==> src/rtl/toggle_pkg.sv <==
// Shared types and defaults for the toggle pulse generator and the flip-flop stage bench.
package toggle_pkg;

  typedef enum logic [1:0] {
    StIdle,
    StGap,
    StPulse,
    StDone
  } tpg_state_e;

  localparam int unsigned CNT_W_DEFAULT = 8;
  localparam int unsigned GAP_W_DEFAULT = 8;

endpackage

==> src/rtl/tpg_down_counter.sv <==
// Loadable saturating down counter with a zero flag; never decrements below zero.
module tpg_down_counter #(
  parameter int unsigned W = 8
) (
  input  logic         clk,
  input  logic         reset,
  input  logic         load,
  input  logic [W-1:0] load_val,
  input  logic         dec,
  output logic [W-1:0] value,
  output logic         zero
);

  logic [W-1:0] value_q;

  always_ff @(posedge clk) begin
    if (reset) begin
      value_q <= '0;
    end else if (load) begin
      value_q <= load_val;
    end else if (dec && (value_q != '0)) begin
      value_q <= value_q - W'(1);
    end
  end

  assign value = value_q;
  assign zero  = (value_q == '0);

endmodule

==> src/rtl/toggle_pulse_gen.sv <==
// Command-driven sequencer issuing spaced one-cycle tin pulses to the toggle flip-flop stage,
// with completion pulse and expected toggle parity.
module toggle_pulse_gen
  import toggle_pkg::*;
#(
  parameter int unsigned CNT_W = CNT_W_DEFAULT,
  parameter int unsigned GAP_W = GAP_W_DEFAULT
) (
  input  logic             clk,
  input  logic             reset,
  input  logic             cmd_valid,
  output logic             cmd_ready,
  input  logic [CNT_W-1:0] cmd_count,
  input  logic [GAP_W-1:0] cmd_gap,
  input  logic             abort,
  output logic             tin,
  output logic             busy,
  output logic             done,
  output logic [CNT_W-1:0] pulses_left,
  output logic             q_exp
);

  tpg_state_e state_q, state_d;

  logic [GAP_W-1:0] gap_q;
  logic             tin_q, busy_q, done_q, q_q;

  logic             accept;
  logic             gap_load, gap_dec, gap_zero;
  logic [GAP_W-1:0] gap_load_val;
  logic [GAP_W-1:0] gap_cnt;
  logic             pl_load, pl_dec, pl_zero;
  logic             q_toggle;

  assign cmd_ready = (state_q == StIdle) && !abort;
  assign accept    = cmd_valid && cmd_ready;

  always_comb begin
    state_d      = state_q;
    gap_load     = 1'b0;
    gap_load_val = gap_q;
    gap_dec      = 1'b0;
    pl_load      = 1'b0;
    pl_dec       = 1'b0;
    q_toggle     = 1'b0;
    unique case (state_q)
      StIdle: begin
        if (accept) begin
          state_d      = StGap;
          gap_load     = 1'b1;
          gap_load_val = cmd_gap;
          pl_load      = 1'b1;
        end
      end
      StGap: begin
        // pl_zero here only occurs for a zero-count command.
        if (abort || pl_zero) begin
          state_d = StDone;
        end else if (gap_zero) begin
          state_d  = StPulse;
          pl_dec   = 1'b1;
          q_toggle = 1'b1;
        end else begin
          gap_dec = 1'b1;
        end
      end
      StPulse: begin
        if (abort || pl_zero) begin
          state_d = StDone;
        end else if (gap_q == '0) begin
          pl_dec   = 1'b1;
          q_toggle = 1'b1;
        end else begin
          // The pulse cycle itself is not a gap cycle, so reload one short.
          state_d      = StGap;
          gap_load     = 1'b1;
          gap_load_val = gap_q - GAP_W'(1);
        end
      end
      StDone: begin
        state_d = StIdle;
      end
      default: begin
        state_d = StIdle;
      end
    endcase
  end

  always_ff @(posedge clk) begin
    if (reset) begin
      state_q <= StIdle;
      gap_q   <= '0;
      tin_q   <= 1'b0;
      busy_q  <= 1'b0;
      done_q  <= 1'b0;
      q_q     <= 1'b0;
    end else begin
      state_q <= state_d;
      if (accept) begin
        gap_q <= cmd_gap;
      end
      tin_q  <= (state_d == StPulse);
      busy_q <= (state_d != StIdle);
      done_q <= (state_d == StDone);
      if (q_toggle) begin
        q_q <= ~q_q;
      end
    end
  end

  tpg_down_counter #(
    .W(GAP_W)
  ) u_gap_cnt (
    .clk     (clk),
    .reset   (reset),
    .load    (gap_load),
    .load_val(gap_load_val),
    .dec     (gap_dec),
    .value   (gap_cnt),
    .zero    (gap_zero)
  );

  tpg_down_counter #(
    .W(CNT_W)
  ) u_pulse_cnt (
    .clk     (clk),
    .reset   (reset),
    .load    (pl_load),
    .load_val(cmd_count),
    .dec     (pl_dec),
    .value   (pulses_left),
    .zero    (pl_zero)
  );

  assign tin   = tin_q;
  assign busy  = busy_q;
  assign done  = done_q;
  assign q_exp = q_q;

endmodule

==> config.mk <==
export PLATFORM = sky130hd
export DESIGN_NAME = toggle_pulse_gen
export DESIGN_NICKNAME = d
export VERILOG_FILES = /design/src/rtl/toggle_pkg.sv /design/src/rtl/tpg_down_counter.sv /design/src/rtl/toggle_pulse_gen.sv
export SDC_FILE = /design/constraint.sdc
export NUM_CORES = 1
export LEC_CHECK = 0
export ABC_AREA = 1
export CAP_MARGIN = 10
export CORE_MARGIN = 10
export CORE_UTILIZATION = 60
export CTS_BUF_LIST = sky130_fd_sc_hd__clkbuf_4 sky130_fd_sc_hd__clkbuf_8
export DETAILED_ROUTE_END_ITERATION = 12
export PLACE_DENSITY_LB_ADDON = 0.12
export SYNTH_ARGS = -nofsm -noshare
export SYNTH_HDL_FRONTEND = slang
export SYNTH_SLANG_ARGS = --single-unit
export TNS_END_PERCENT = 100
==> constraint.sdc <==
create_clock -name clk -period 4.55 [get_ports clk]
set_input_delay 1.1375 -clock clk [delete_from_list [all_inputs] [get_ports clk]]
set_output_delay 1.1375 -clock clk [all_outputs]
set_load 0.02 [all_outputs]
==> results.txt <==
----------------------------------------------------
[Setup path]
  Number of cells traversed by the worst register-to-register path ... 11
  Data arrival time of the worst path ... 2.53 ns
  Startpoint of the worst-slack reg-to-reg timing path ... state_q[0]
  Flop-to-flop setup slack ... 2.36 ns
  Type of the worst setup path ... input pin to output port
  Reg2reg end ... u_gap_cnt.value[0]
  Setup crit end kind ... output port
  Required time at the endpoint of the critical path ... 3.41 ns
  Startpoint types ... input pin
  Critical path peak fanout ... 3

[Finish]
  P&R area growth vs syn ... 16.3%
  Final cell area excluding filler cells ... 2730 µm²
  Number of inserted diodes ... 0
  Share of post-route cells with drive strength above 1 ... 17.4%
  Finished Core Util ... 73.5%
  Final std cells w/o fill ... 421
  Layout Nets ... 399

[Placement]
  Count of buffers from port buffering ... 32
  Placed cell count ... 413
  HPWL after detailed placement ... 3.89 mm
  Setup slack after placement ... 0.871 ns
  Dpl cell area ... 2620 µm²
  Placer's final routability congestion estimate ... 0.845

[Detailed routing]
  Average wire per standard cell ... 12.5 µm
  Met2 wire len ... 2.57 mm
  Detail Route met3 WL ... 359 µm
  Initial DRT Pass Iterations ... 4
  Via/cell ratio ... 5.32
  Uppermost routed layer ... met4
  DR iter-0 viols ... 120
  Overall via count from detail_route ... 2239
  Detailed-route DRC error count ... 0
  Detailed-routing wirelength on met1 ... 2.27 mm
  Antenna viol nets, final ... 0
  Final wirelength ... 5.26 mm

[Yosys]
  Largest family of logic cells by synthesized area ... simple AND/OR/NAND/NOR gates
  Top cell type by total area after synthesis ... dfxtp_1
  Area fraction of the dominant cell type after synthesis ... 25.6%
  Net count after synthesis ... 372
  Count of state elements after synthesis ... 30
  Post-synthesis share of cell area spent on full adders, half adders and majority gates ... 3.73%
  Biggest area contributors in the synthesized netlist ... dfxtp_1 (26%), nand2_1 (14%), nand3_1 (7.5%), nor2_1 (5.4%), inv_1 (4.8%)
  Number of different library cells in the post-synthesis netlist ... 36
  Syn_area_per_cell ... 6.81 µm²
  Multiplexer share of the synthesized area ... 0%
  Share of the yosys chip area belonging to registers ... 25.6%
  Area fraction in and, or, nand and nor cells after synthesis ... 43.0%
  Fraction of synthesized cell area in xor and xnor cells ... 2.98%
  Compound-Gate Fraction of Synth Area ... 13.4%
  Syn Inst Count ... 345
  Number of synthesis warnings ... 0
  Area of the mapped netlist ... 2350 µm²

[Hold path]
  Class of the worst hold path ... register to register
  Hold-critical path endpoint ... u_gap_cnt.value[0]
  Number of cells traversed by the worst hold path ... 2
  Hold_sp ... u_gap_cnt.value[0]

[Run]
  Max-Cap Viols ... 0

[CTS]
  Number of sinks handled by clock tree synthesis ... 30
  CTS clk-pin slew, worst paths ... 0.06 ns
  Root buffer cell ... clkbuf_8
  Clock tree buffer depth ... 2
  TritonCTS clock tree ... done
  Count of hold-fix buffers inserted at cts ... 0
  Clock insertion delay at the later pin of the skew report ... 0.29 ns
  Depth of the CTS H-tree ... 2
  Number of setup buffers added after CTS ... 0
  Num CTS Buffers ... 5
  Resize count post-CTS ... 0

[Timing]
  Final Hold Fails ... 0
  Fmax ... 273 MHz
  Setup violators final ... 0
  Post-route worst setup slack ... 0.886 ns
  Rel. slew slack ... 61.9%
  Setup TNS after final layout ... 0 ns
  Tcrit/Tclk final ... 80.5%
  Tightest hold margin ... 0.505 ns
  Post-Route Skew ... 0.00769 ns
  Tightest Pin Transition ... 0.569 ns
  Min cycle time layout ... 3.66 ns
  Setup repair after global routing missed its margin ... false
  Count of pins over their slew limit ... 0

[Global route]
  Initial antenna violation count ... 0
  Maximum number of pins on one net before global-route repair ... 44
  Total global routing overflow ... 0
  Number of global-route vias before repair ... 2035
  Wire length of the first global-routing pass ... 9.04 mm
  Overall global routing resource usage ... 16.2%

[Pwr]
  Power consumption ... 1.79 mW
  Leakage power total ... 1.31 nW
  Worst ir drop on vdd ... 0.379 mV
  P per Cell Area ... 655 nW/µm²

[Floorplan]
  Effective utilization at floorplan ... 63.2%
  Vertical die dimension ... 82.6 µm
  Die area ... 6820 µm²
  Number of top-level design ports ... 33
  Chip width ... 82.6 µm
  Core region area ... 3720 µm²
  Row Count ... 22

[Outcome]
  Run status ... finished, final reports clean

----------------------------------------------------
## cell type report
class,instances,area (µm²)
timing repair buffer,32,320
clock buffer,5,68.8
tap,48,60.1
fill,311,985
clock inverter,3,40.0
sequential,30,601
inverter,41,160
multi-input combinational,262,1480
## report_power, final
group	switching (mW)	leakage (nW)	internal, mW
clock network	0.107	0.0579	0.161
logic	0.699	1.00	0.418
registers	0.0593	0.247	0.345
## state kept, by name (all words and copies together), names as in the netlist
register / count
q_exp: 1
busy: 1
done: 1
u_gap_cnt.value: 8
gap_q: 8
u_pulse_cnt.value: 8
state_q: 2
tin: 1
## per-layer routing
| layer | vias up | global-route usage (%) |
|---|---|---|
| li1 | 1157 | - |
| met4 | 0 | 4.01 |
| met5 | - | 0 |
| met3 | 7 | 3.46 |
| met2 | 48 | 28.1 |
| met1 | 1027 | 19.8 |
## cells in the mapped netlist (all sizes together)
cell	instances
xor2	7
nand3b	2
or2	2
dfxtp	30
nand2	101
o21ai	21
nand3	46
inv	40
clkinv	1
nor3	2
nand4	4
o21bai	1
o21a	3
clkbuf	1
ha	7
xnor2	1
dlygate4sd1	1
buf	10
a21oi	23
nor2	42
## cells by family after synthesis
| logic type | after synthesis |
|---|---|
| buffers and inverters | 53 |
| AO/OA/AOI/OAI | 48 |
| flip-flops | 30 |
| adder cells (fa/ha/maj) | 7 |
| AND/OR/NAND/NOR | 199 |
| XOR/XNOR | 8 |
## layout by cell type, fill, tap and decap left out, types with 8 or more instances in the layout
cell	n
nand2_1	89
o21ai_0	8
a21oi_2	9
dfxtp_1	30
nor2_1	34
clkdlybuf4s50_1	32
o21ai_1	8
nand3_1	35
inv_1	30
inv_2	9
a21oi_1	14
nand3_2	10
## how the worst max path moves through the flow
stage	from	end	slack [ns]	depth (start not counted)
after global routing	abort	cmd_ready	0.85	3
after global placement	abort	cmd_ready	0.89	3
after detailed placement	abort	cmd_ready	0.87	3
final	abort	cmd_ready	0.89	3
after CTS	abort	cmd_ready	0.87	3
after floorplan	abort	cmd_ready	2.01	1
## critical path, cell delays in order
cell and delay [ns]:
clkdlybuf4s50_1 0.53, nor2_2 0.22, clkdlybuf4s50_1 0.64
Power figures use the tool's default switching activity.
